===== config.mk =====
export PLATFORM = sky130hd
export DESIGN_NAME = ftdi_tx_scheduler
export DESIGN_NICKNAME = d
export VERILOG_FILES = /design/src/rtl/ftdi_tx_scheduler.sv
export SDC_FILE = /design/constraint.sdc
export NUM_CORES = 1
export LEC_CHECK = 0
export ABC_AREA = 0
export BUFFER_PORTS_ARGS = -buffer_cell sky130_fd_sc_hd__buf_2
export CORE_ASPECT_RATIO = 0.6
export CORE_MARGIN = 4
export CORE_UTILIZATION = 50
export DETAILED_ROUTE_END_ITERATION = 7
export GPL_ROUTABILITY_DRIVEN = 0
export PLACE_DENSITY = 0.74
export SYNTH_ARGS = -nofsm -noshare
export SYNTH_HDL_FRONTEND = slang
export SYNTH_SLANG_ARGS = --single-unit

===== constraint.sdc =====
create_clock -name clk -period 2.12 [get_ports clk]
set_clock_uncertainty 0.1 [all_clocks]
set_input_delay 0.212 -clock clk [delete_from_list [all_inputs] [get_ports clk]]
set_output_delay 0.212 -clock clk [all_outputs]
set_load 0.1 [all_outputs]

===== src/rtl/ftdi_tx_scheduler.sv =====
// ftdi_tx_scheduler
//   Shares the FTDI 245-style synchronous FIFO TX port between two byte
//   sources. A ready source is granted round-robin. The scheduler then
//   sends a one-byte channel header followed by PKT_BYTES payload bytes,
//   and holds off whenever txe_n is high. When SEND_IMMEDIATE is set, it
//   pulses siwu_n after each completed packet so the FTDI flushes to USB.
//
// Ports
//   clk          FTDI 60 MHz clock
//   rst          synchronous, active-high reset
//   src_pkt_rdy  [1:0]  per-source: a full packet is buffered
//   src_valid    [1:0]  per-source: src_data byte valid (FWFT)
//   src_data     [15:0] source0 in [7:0], source1 in [15:8]
//   src_pop      [1:0]  one-hot pop; byte consumed at this edge
//   txe_n               FTDI TX FIFO not-ready (active low)
//   wr_n                FTDI write strobe (active low)
//   ftdi_data    [7:0]  FTDI data bus
//   siwu_n              FTDI send-immediate (active low)
//   grant        [1:0]  one-hot active source, 0 when idle
//   busy                any state other than IDLE
//   err_stall           sticky source-underflow abort flag
//   pkt_cnt      [15:0] completed packet count (wraps)
module ftdi_tx_scheduler #(
    parameter int unsigned PKT_BYTES      = 4096,
    parameter bit          SEND_IMMEDIATE = 1'b1,
    parameter int unsigned STALL_MAX      = 1023,
    parameter logic [7:0]  HDR_BASE       = 8'hA0
) (
    input  logic        clk,
    input  logic        rst,
    input  logic [1:0]  src_pkt_rdy,
    input  logic [1:0]  src_valid,
    input  logic [15:0] src_data,
    output logic [1:0]  src_pop,
    input  logic        txe_n,
    output logic        wr_n,
    output logic [7:0]  ftdi_data,
    output logic        siwu_n,
    output logic [1:0]  grant,
    output logic        busy,
    output logic        err_stall,
    output logic [15:0] pkt_cnt
);

    // The stall counter only has to hold 0..STALL_MAX-1. The abort fires
    // on the underflow cycle that would take it to STALL_MAX.
    localparam int unsigned STALL_W = (STALL_MAX > 1) ? $clog2(STALL_MAX) : 1;

    typedef enum logic [2:0] {IDLE, HDR, XFER, FLUSH, DONE} state_t;

    state_t               state_q;
    logic [1:0]           grant_q;
    logic                 gidx_q;     // index of the granted source
    logic                 last_q;     // last-served source
    logic [15:0]          cnt_q;      // payload bytes still to send
    logic [STALL_W-1:0]   stall_q;
    logic                 err_q;
    logic [15:0]          pkt_q;

    logic                 pick;
    logic                 cur_valid;
    logic [7:0]           cur_byte;
    logic                 xfer;

    always_comb begin
        // When both sources request, the one not served last wins.
        pick      = (src_pkt_rdy == 2'b11) ? ~last_q : src_pkt_rdy[1];
        cur_valid = src_valid[gidx_q];
        cur_byte  = gidx_q ? src_data[15:8] : src_data[7:0];
        xfer      = 1'b0;
        ftdi_data = '0;
        case (state_q)
            HDR: begin
                xfer      = ~txe_n;
                ftdi_data = HDR_BASE | {7'd0, gidx_q};
            end
            XFER: begin
                xfer      = ~txe_n & cur_valid;
                ftdi_data = cur_byte;
            end
            default: ;
        endcase
    end

    assign wr_n      = ~xfer;
    assign src_pop   = (state_q == XFER && xfer) ? (gidx_q ? 2'b10 : 2'b01) : '0;
    assign siwu_n    = (state_q != FLUSH);
    assign busy      = (state_q != IDLE);
    assign grant     = grant_q;
    assign err_stall = err_q;
    assign pkt_cnt   = pkt_q;

    always_ff @(posedge clk) begin
        if (rst) begin
            state_q <= IDLE;
            grant_q <= '0;
            gidx_q  <= 1'b0;
            last_q  <= 1'b1;
            cnt_q   <= '0;
            stall_q <= '0;
            err_q   <= 1'b0;
            pkt_q   <= '0;
        end else begin
            case (state_q)
                IDLE: begin
                    if (|src_pkt_rdy) begin
                        gidx_q  <= pick;
                        grant_q <= pick ? 2'b10 : 2'b01;
                        cnt_q   <= 16'(PKT_BYTES);
                        stall_q <= '0;
                        state_q <= HDR;
                    end
                end
                HDR: begin
                    if (xfer) state_q <= XFER;
                end
                XFER: begin
                    if (xfer) begin
                        cnt_q   <= cnt_q - 16'd1;
                        stall_q <= '0;
                        if (cnt_q == 16'd1) begin
                            pkt_q  <= pkt_q + 16'd1;
                            last_q <= gidx_q;
                            if (SEND_IMMEDIATE) begin
                                state_q <= FLUSH;
                            end else begin
                                grant_q <= '0;
                                state_q <= DONE;
                            end
                        end
                    end else if (!txe_n) begin
                        // Source underflow. Cycles with txe_n high leave the counter alone.
                        if (stall_q == STALL_W'(STALL_MAX - 1)) begin
                            err_q   <= 1'b1;
                            last_q  <= gidx_q;
                            grant_q <= '0;
                            state_q <= DONE;
                        end else begin
                            stall_q <= stall_q + STALL_W'(1);
                        end
                    end
                end
                FLUSH: begin
                    grant_q <= '0;
                    state_q <= DONE;
                end
                DONE: state_q <= IDLE;
                default: state_q <= IDLE;
            endcase
        end
    end

endmodule


==> summary.md, run 1 <==
| Metric | Value |
|---|---|
| Int Pwr | `2290 uW` |
| Congestion Overflow GR | `0` |
| Unrepaired setup endpoints after global routing | `false` |
| Nets | `433` |
| CTS root buf | `clkbuf_8` |
| Worst path bufs/invs | `1` |
| Worst Hold Class | `primary input to register` |
| DR vias | `2728` |
| Tcrit/Tclk final | `97.2%` |
| Hold Slack | `0.144 ns` |
| Startpoint types | `register` |
| DP HPWL | `5.15 mm` |
| Crit-path cells | `nor2b_2 -> a22oi_1 -> or2_2 -> buf_12` |
| Most frequent cells in the layout | `nor2_1 (51), buf_2 (43), dfxtp_1 (35)` |
| Most common library cell in the layout ignoring fill and taps | `nor2_1` |
| Fin cells | `472` |
| Starting density of the core | `53.6%` |
| CTS tree | `done` |
| VDD IR-drop max | `0.724 mV` |
| Seq pwr share | `26.6%` |
| CP top delay family | `simple AND/OR/NAND/NOR gates` |
| LEAKAGE | `0.00140 uW` |
| Sw Pwr | `2310 uW` |
| Largest net degree at the start of global routing | `32` |
| Crit end category | `primary output` |
| First-pass GRT wire length | `12.0 mm` |
| CP Data Arrival Time | `1.75 ns` |
| # IOs | `55` |
| Fill cells | `416` |
| Gr usage total | `21.4%` |
| Rel. slew slack | `66.3%` |
| Cell taking the most area after synthesis | `dfxtp_1` |
| Post-synth ARST share | `0%` |
| Routed WL per cell | `14.9 um` |
| Reg clk slew, reported paths | `0.09 ns` |
| Synthesized area | `2800 um2` |
| Most area-consuming cells after synthesis | `dfxtp_1 (36%), nor2_1 (8.2%), xnor2_1 (5.9%), a21oi_1 (3.2%), nand2_1 (2.9%)` |
| Synthesis-to-layout area growth | `27.9%` |
| Endpoints failing hold | `0` |
| 1st-iter DRT viols | `256` |
| Clock buffer depth | `2` |
| Clk_lat worst skew | `0.31 ns` |
| Buffers added on ports | `54` |
| Die W | `105 um` |
| Post-synthesis sequential area ratio | `35.7%` |
| Setup TNS after final layout | `0 ns` |
| Die H | `66.0 um` |
| Max incr delay on CP | `0.50 ns` |
| Worst Tran Pin Value | `0.505 ns` |
| Fin area | `3580 um2` |
| Crit path max fanout | `7` |
| Slowest CP cell | `dfxtp_1` |
| TritonCTS buffer count | `5` |
| Status | `complete, no violations` |
| Max_cap viols | `0` |
| Post-synth EDFFs | `0` |
| Synth Instances | `339` |
| Warnings from Yosys | `0` |
| DRT Wirelength | `7.05 mm` |
| Share of cells above drive strength 1 | `34.0%` |
| Syn Nets | `367` |
| Max Slew Vio Count | `0` |
| Top cell type's share of synthesized area | `35.7%` |
| Max Clk Rate | `0.485 GHz` |
| Post-synth cell types | `55` |
| FF+latch area | `1020 um2` |
| CP required | `1.81 ns` |
| # diodes | `0` |
| Final antenna-violating net count | `0` |
| Endpoints failing setup | `0` |
| Post-Place Cell Area | `3420 um2` |
| Placeable Area | `5230 um2` |
| Die area | `6910 um2` |
| Pwr Total | `4590 uW` |
| Top_reg_cell synth | `dfxtp_1` |
| Setup CP Type | `register to primary output` |
| Drt pass-1 iters | `5` |
| Sw Share | `50.2%` |
| Vias in the first global route | `2496` |
| Gate power share | `61.0%` |
| Clock power frac | `12.4%` |
| Mean Syn Cell Area | `8.27 um2` |
| Post-layout min period | `2.06 ns` |
| Cell area power density | `1280 nW/um2` |
| CTS Sinks | `50` |
| Multi-input gate area | `1770 um2` |
| Yosys reg bits | `50` |
| Routed vias/inst | `5.78` |
| DRC | `0` |
| Placed Instances | `464` |
| Number of placement rows | `20` |
| H-tree levels | `2` |
| Initial antenna violation count | `0` |
==> area by class of cell <==
class                      count  share of cell area (%)
tap                           66                    2.30
multi-input combinational    259                    49.3
clock buffer                   5                    1.92
timing repair buffer          75                    16.0
clock inverter                 3                   0.593
inverter                      14                    1.47
sequential                    50                    28.4
==> per-stage QoR <==
step | setup WS, ns | util (%)
3_3_place_gp | 0.102 | 65.3
4_1_cts | 0.00899 | 67.1
3_5_place_dp | 0.0350 | 65.3
6_report | 0.0588 | 68.5
2_1_floorplan | -0.0523 | -
5_1_grt | 0.00666 | 68.5
==> timing repair <==
action                     CTS  global route
hold buffers                 0             0
buffers inserted             0             0
resized for setup            2            21
cloned                       0             0
setup endpoints to repair    2            33
pin swaps                    0             1
==> Yosys cell counts, drive strengths merged, types with 3 or more instances <==
cell / count
nor2: 61
dfxtp: 50
nand2: 22
xnor2: 19
a21oi: 18
inv: 14
nand3: 13
nor4: 13
o21ai: 12
nor3: 11
clkbuf: 9
or3: 9
xor2: 9
mux2i: 8
buf: 7
o2111ai: 6
ha: 5
a2111oi: 4
mux2: 4
or2: 4
a22oi: 3
and3: 3
and4: 3
nand2b: 3
nand4: 3
nor2b: 3
o211ai: 3
==> flip-flops by register name, indices dropped and copies added (netlist names) <==
name and count:
state_q 3, stall_q 10, last_q 1, gidx_q 1, err_stall 1, pkt_cnt 16
grant 2, cnt_q 16
==> worst min-delay path: stages <==
cell and delay [ns]:
buf_2 0.08, inv_1 0.10, o311ai_0 0.11
==> kinds of logic after synthesis <==
family | synth area share, %
AND/OR/NAND/NOR | 29.3
AO/OA/AOI/OAI | 15.2
flip-flops | 35.7
buffers and inverters | 4.29
XOR/XNOR | 8.75
multiplexers | 4.46
adder cells (fa/ha/maj) | 2.23
==> worst paths after layout <==
path / from / endpoint / slack [ns] / depth (start not counted)
hold / removal: rst / last_q / 0.14 / 3
setup reg to reg: state_q[0] / pkt_cnt[14] / 0.12 / 6
setup / recovery: state_q[0] / wr_n / 0.06 / 4
hold reg to reg: grant[1] / grant[1] / 0.36 / 2
==> per-layer routing <==
layer	track usage (%)	share of wire, %	vias up
met5	0	0	-
met4	5.89	1.3	0
met3	5.37	9.1	12
met2	31.8	41	128
met1	30.7	49	1265
li1	-	-	1323
==> power groups by stage <==
stage / logic [uW] / registers, uW / clock network (uW)
6_report: 2800 / 1220 / 569
5_1_grt: 3010 / 1230 / 618
3_3_place_gp: 2680 / 1220 / 0
3_5_place_dp: 2690 / 1230 / 0
4_1_cts: 2710 / 1210 / 576
2_1_floorplan: 2000 / 1240 / 0
Note: power is estimated with default switching activity, not from simulation.
==> run 2, diff against run 1 <==
Settings changed: ABC_AREA 0 to 1, PLACE_DENSITY 0.74 to 0.73.
==> run 2 against run 1 <==
Compared with the run above: hold slack lost 0.0025 ns; synthesized area grew 12%; register-to-register slack gained 0.05 ns; via count grew 31%; critical path type unchanged.
==> summary.md, run 2 <==
| Metric | Value |
|---|---|
| Status | `complete, no violations` |
| Number of placement rows | `22 (+10%)` |
| Hold Crit Start | `txe_n` |
| CP Data Arrival Time | `1.78 ns (+0.03 ns)` |
| Commonest cells in the netlist | `nand2_1 (161), nor2_1 (84), inv_1 (59)` |
| Drt pass-1 iters | `5 (unchanged)` |
| GR Util met1 | `36.2% (+5.5 points)` |
| Nets | `609 (+41%)` |
| Post-synth EDFFs | `0 (unchanged)` |
| Int Pwr | `2450 uW (+7.2%)` |
| 1st-iter DRT viols | `416 (+63%)` |
| Final antenna-violating net count | `0 (unchanged)` |
| Hold Path Sink | `state_q[0]` |
| Most area-consuming cells after synthesis | `dfxtp_1 (32%), nand2_1 (19%), nor2_1 (10%), inv_1 (7.0%), a21oi_1 (6.5%)` |
| Share of cells above drive strength 1 | `19.2% (-15 points)` |
| # diodes | `0 (unchanged)` |
| GRT Max-Usage Layer | `met1` |
| Hold_buf cts | `0 (unchanged)` |
| R2r worst-path depth | `11 (+5)` |
| Top_reg_cell synth | `dfxtp_1` |
| Setup CP Type | `register to primary output` |
| DRC | `0 (unchanged)` |
| Met3 Use GR | `4.45% (-0.92 points)` |
| Post-Place Cell Area | `3700 um2 (+8.2%)` |
| Worst Hold Class | `primary input to register` |
| CP required | `1.81 ns (about the same)` |
| Yosys reg bits | `50 (unchanged)` |
| CTS Sinks | `50 (unchanged)` |
| Crit end category | `primary output` |
| Synthesis-to-layout area growth | `23.4%` |
| Post-layout min period | `2.09 ns (+0.0287 ns)` |
| H-tree levels | `2 (unchanged)` |
| DRT Wirelength | `9.13 mm (+29%)` |
| RR Endpoint | `cnt_q[4]` |
| Fin area | `3890 um2 (+8.5%)` |
| Post-synth cell types | `32 (-42%)` |
| Reg2reg start | `state_q[2]` |
| Gr usage total | `23.0% (+1.6 points)` |
| Seq pwr share | `23.9% (-2.7 points)` |
| Routed WL per cell | `13.7 um (-8.2%)` |
| M2 GR Usage | `31.8% (+0.035 points)` |
| Post-layout util | `63.6% (-4.9 points)` |
| VDD IR-drop max | `0.919 mV (+27%)` |
| Placeable Area | `6110 um2 (+17%)` |
| CTS tree | `done` |
| DR vias | `3568 (+31%)` |
| Synth Instances | `521 (+54%)` |
| Post-synthesis sequential area ratio | `31.8% (-3.9 points)` |
| Endpoints failing hold | `0 (unchanged)` |
| CTS root buf | `clkbuf_8` |
| Die area | `7680 um2 (+11%)` |
| Max Clk Rate | `0.478 GHz (-1.4%)` |
| Routed vias/inst | `5.36 (-7.3%)` |
| Mean Syn Cell Area | `6.05 um2 (-27%)` |
| Die H | `69.5 um (+5.3%)` |
| Clock buffer depth | `2 (unchanged)` |
| Cell area power density | `1380 nW/um2 (+7.8%)` |
| Buffers added on ports | `54 (unchanged)` |
| Startpoint types | `register` |
| DP HPWL | `6.86 mm (+33%)` |
| # IOs | `55 (unchanged)` |
| Top-count cell post-synth | `nand2_1` |
| Initial antenna violation count | `0 (unchanged)` |
| First-pass GRT wire length | `14.7 mm (+23%)` |
| Endpoints failing setup | `0 (unchanged)` |
| Hold Slack | `0.141 ns (-0.00254 ns)` |
| R2r setup slk | `0.17 ns (+0.05 ns)` |
| Setup TNS after final layout | `0 ns (unchanged)` |
| Syn Nets | `549 (+50%)` |
| Crit path max fanout | `5 (-2)` |
| LEAKAGE | `0.00174 uW (+24%)` |
| Worst Tran Pin Value | `0.519 ns (+0.0143 ns)` |
| Max Slew Vio Count | `0 (unchanged)` |
| Vias in the first global route | `3001 (+20%)` |
| Sw Share | `54.3% (+4.1 points)` |
| Cell taking the most area after synthesis | `dfxtp_1` |
| Sw Pwr | `2920 uW (+26%)` |
| Most frequent cells in the layout | `nand2_1 (160), nor2_1 (82), inv_1 (57)` |
| Rel. slew slack | `65.1% (-1.2 points)` |
| Warnings from Yosys | `0 (unchanged)` |
| Die W | `110 um (+5.6%)` |
| Clk_lat worst skew | `0.31 ns (about the same)` |
| Reg clk slew, reported paths | `0.10 ns (about the same)` |
| Max_cap viols | `0 (unchanged)` |
| Top cell type's share of synthesized area | `31.8% (-3.9 points)` |
| Gate power share | `64.3% (+3.3 points)` |
| Tcrit/Tclk final | `98.6% (+1.4 points)` |
| Most common library cell in the layout ignoring fill and taps | `nand2_1` |
| Largest net degree at the start of global routing | `30 (-6.3%)` |
| TritonCTS buffer count | `5 (unchanged)` |
| Starting density of the core | `51.6% (-2.0 points)` |
| Hold Path Stages | `3 (unchanged)` |
| Synthesized area | `3150 um2 (+12%)` |
| Post-synth ARST share | `0% (unchanged)` |
| Clock power frac | `11.8% (-0.6 points)` |
| Congestion Overflow GR | `0 (unchanged)` |
| Unrepaired setup endpoints after global routing | `true` |
[run 2: logic make-up (layout without fill, tap and decap cells)]
group | count (synthesis) | count (layout) | synth area share [%]
simple gates | 323 | 323 | 44.0
buf+inv | 76 | 137 | 9.77
compound gates | 60 | 60 | 10.5
flops | 50 | 50 | 31.8
xor+xnor | 7 | 7 | 1.95
fa+ha+maj | 5 | 5 | 1.99
[run 2: how the worst max path moves through the flow]
| stage | cells past startpoint | startpoint | slack [ns] | endpoint |
|---|---|---|---|---|
| CTS | 5 | state_q[1] | -0.03 | ftdi_data[7] |
| finish | 7 | state_q[2] | 0.03 | ftdi_data[5] |
| floorplan | 5 | state_q[1] | -0.53 | ftdi_data[1] |
| detailed placement | 8 | pkt_cnt[0] | 0.22 | pkt_cnt[10] |
| global route | 6 | state_q[1] | -0.04 | ftdi_data[5] |
| global placement | 8 | pkt_cnt[0] | 0.31 | pkt_cnt[10] |
[run 2: layout make-up]
type | count | area (um2)
flip-flops and latches | 50 | 1010
inverters | 66 | 253
clock buffers | 7 | 96.3
well taps | 84 | 105
multi-input cells | 395 | 1900
fillers | 549 | 2220
clock inverters | 1 | 8.76
repair buffers | 63 | 517
[run 2: repair_timing]
action	in CTS	in global routing
buffers inserted	0	4
setup endpoints to repair	2	9
pin swaps	0	2
resized for setup	0	12
[run 2: worst max-delay path, stage by stage, from the launching register on]
cell and delay [ns]:
dfxtp_2 0.34, inv_2 0.06, nand2_2 0.06, nor2_4 0.22
clkinvlp_4 0.15, buf_6 0.16, o31ai_4 0.26, buf_12 0.21
[run 2: power by group through the flow]
| stage | clock (uW) | sequential [uW] | combinational, uW |
|---|---|---|---|
| floorplan | 0 | 1350 | 2350 |
| global placement | 0 | 1290 | 3180 |
| detailed placement | 0 | 1300 | 3240 |
| CTS | 636 | 1280 | 3270 |
| global route | 671 | 1300 | 3720 |
| finish | 631 | 1290 | 3450 |
[run 2: metal layers]
metal	wire (um)	vias up
met3	944	7
met5	0	-
met1	4380	1609
met2	3740	181
li1	-	1771
met4	70	0
[run 2: metrics by stage]
step           power (uW)  cells  setup WS [ns]
2_1_floorplan        3700    521         -0.526
3_3_place_gp         4470    654          0.309
3_5_place_dp         4540    654          0.216
4_1_cts              5180    662        -0.0336
5_1_grt              5700    666        -0.0392
6_report             5370    666         0.0301
==> run 3, diff against run 2 <==
Settings changed: ABC_AREA 1 to default, PLACE_DENSITY 0.73 to 0.74.
Clock period 2.12 ns to 2.7 ns, I/O delays scaled along.
==> run 3 against run 2 <==
Compared with the run above: critical path depth fell by 3; wire length fell by 29%; hold slack better by 0.065 ns; clock power decreased by 19%; first-iteration DRC count down 62%; die area is 10% lower; largest power group unchanged; largest cell class unchanged; cell count decreased by 32%; critical endpoint is now src_pop[0]; worst setup slack better by 0.26 ns; sequential power decreased by 28%; combinational power is 44% lower; sequential share of layout area rose by 4.8 points.
==> summary.md, run 3 (synthesis results as in run 1) <==
| Metric | Value |
|---|---|
| H-tree levels | `2 (unchanged)` |
| Drt pass-1 iters | `5 (unchanged)` |
| Fill cells | `448 (-18%)` |
| Starting density of the core | `53.6% (+2.0 points)` |
| Post-place setup slack | `0.364 ns (+0.148 ns)` |
| Post-cts sizing count | `0 (unchanged)` |
| R2r setup slk | `0.31 ns (+0.14 ns)` |
| Crit path from | `state_q[2]` |
| Routed WL per cell | `14.3 um (+4.3%)` |
| Crit path max fanout | `14 (+9)` |
| Final worst slack | `0.292 ns (+0.261 ns)` |
| Placeable Area | `5230 um2 (-14%)` |
| DR vias | `2565 (-28%)` |
| Setup CP Type | `register to primary output` |
| CTS tree | `done` |
| LEAKAGE | `0.00129 uW (-26%)` |
| Status | `complete, no violations` |
| Nets | `417 (-32%)` |
| Die W | `105 um (-5.3%)` |
| Tcrit/Tclk final | `89.2%` |
| VDD IR-drop max | `0.398 mV (-57%)` |
| Share of cells above drive strength 1 | `22.3% (+3.1 points)` |
| Cell area power density | `1040 nW/um2 (-25%)` |
| Clock buffer depth | `2 (unchanged)` |
| Max Clk Rate | `0.415 GHz` |
| CTS Sinks | `50 (unchanged)` |
| Max_cap viols | `0 (unchanged)` |
| Synthesis-to-layout area growth | `15.9%` |
| CP required | `2.33 ns (+0.52 ns)` |
| Initial antenna violation count | `0 (unchanged)` |
| Most common library cell in the layout ignoring fill and taps | `nor2_1` |
| DP HPWL | `4.88 mm (-29%)` |
| Congestion Overflow GR | `0 (unchanged)` |
| Unrepaired setup endpoints after global routing | `false` |
| Setup TNS after final layout | `0 ns (unchanged)` |
| Post-layout util | `62.1% (-1.5 points)` |
| Die H | `66.0 um (-5.0%)` |
| CP Data Arrival Time | `2.04 ns (+0.26 ns)` |
| Number of placement rows | `20 (-9.1%)` |
| Reg clk slew, reported paths | `0.09 ns (about the same)` |
| Buffers added on ports | `54 (unchanged)` |
| Crit-path cells | `nor4b_4 -> nand2_1 -> nor2_1 -> buf_2` |
| Gr usage total | `19.3% (-3.7 points)` |
| Reg2reg start | `state_q[2]` |
| Hold Crit Start | `rst` |
| Endpoints failing hold | `0 (unchanged)` |
| # IOs | `55 (unchanged)` |
| TritonCTS buffer count | `5 (unchanged)` |
| DRC | `0 (unchanged)` |
| Routed vias/inst | `5.63 (+5.0%)` |
| Max Slew Vio Count | `0 (unchanged)` |
| DRT Wirelength | `6.52 mm (-29%)` |
| Die area | `6910 um2 (-10%)` |
| Clk_lat worst skew | `0.30 ns (about the same)` |
| CTS root buf | `clkbuf_8` |
| Final antenna-violating net count | `0 (unchanged)` |
| Startpoint types | `register` |
| 1st-iter DRT viols | `157 (-62%)` |
| Crit end category | `primary output` |
| Post-layout min period | `2.41 ns` |
| Rel. slew slack | `62.1% (-3.0 points)` |
| Vias in the first global route | `2333 (-22%)` |
| Most frequent cells in the layout | `nor2_1 (61), buf_2 (53), dfxtp_1 (50)` |
| Largest net degree at the start of global routing | `32 (+6.7%)` |
| Placed Instances | `448 (-31%)` |
| First-pass GRT wire length | `10.9 mm (-26%)` |
| Fin cells | `456 (-32%)` |
| Worst Hold Class | `primary input to register` |
| Max incr delay on CP | `0.49 ns (+0.15 ns)` |
| Post-CTS setup repair buffer count | `0 (unchanged)` |
| Endpoints failing setup | `0 (unchanged)` |
| # diodes | `0 (unchanged)` |
| Worst Tran Pin Value | `0.568 ns (+0.0484 ns)` |
| Hold_buf cts | `0 (unchanged)` |
| Slowest CP cell | `dfxtp_1` |
-- run 3: changes by cell type in the layout (fill, tap and decap cells not counted), moves of 13 or more --
cell     change
nand2_1    -138
inv_1       -43
nand3_1     -19
xnor2_1     +17
a21oi_1     -20
nand4_1     -13
nor2_1      -21
-- run 3: worst paths after layout --
| kind | to | depth (start not counted) |
|---|---|---|
| hold / removal | last_q | 3 |
| setup reg to reg | cnt_q[14] | 5 |
| setup / recovery | src_pop[0] | 4 |
| hold reg to reg | grant[1] | 2 |
-- run 3: metrics by stage --
step | total power, uW | area [um2] | hold slack, ns
finish | 3370 | 3250 | 0.206
global route | 3580 | 3250 | 0.226
CTS | 3370 | 3250 | 0.204
detailed placement | 2850 | 3140 | 0.359
global placement | 2820 | 3140 | 0.349
floorplan | 2520 | 2800 | 0.349
-- run 3: report_power, final --
group	internal (uW)	total, uW	switching [uW]	leakage, uW
clock	273	513	240	0.0000579
combinational	572	1930	1350	0.000830
sequential	834	933	99.0	0.000405
-- run 3: final cells by class --
class / count / area, um2 / share of cell area (%)
multi-input cells: 259 / 1680 / 51.8
flip-flops and latches: 50 / 1000 / 30.8
repair buffers: 59 / 323 / 9.93
well taps: 66 / 82.6 / 2.54
clock buffers: 5 / 68.8 / 2.12
inverters: 14 / 52.6 / 1.62
clock inverters: 3 / 40.0 / 1.23
-- run 3: worst max-delay path, delay by kind of cell, from the launching register on --
kind / cells / cell delay (ns)
flip-flops: 1 / 0.49
AND/OR/NAND/NOR: 3 / 0.80
buffers and inverters: 1 / 0.44
-- run 3: layer usage --
| metal | vias to the layer above | part of all wire (%) | routed length [um] | track usage (%) |
|---|---|---|---|---|
| li1 | 1292 | - | - | - |
| met1 | 1166 | 50 | 3290 | 26.3 |
| met2 | 101 | 40 | 2620 | 29.6 |
| met3 | 6 | 8.6 | 564 | 5.85 |
| met4 | 0 | 0.78 | 51 | 5.56 |
| met5 | - | 0 | 0 | 0 |
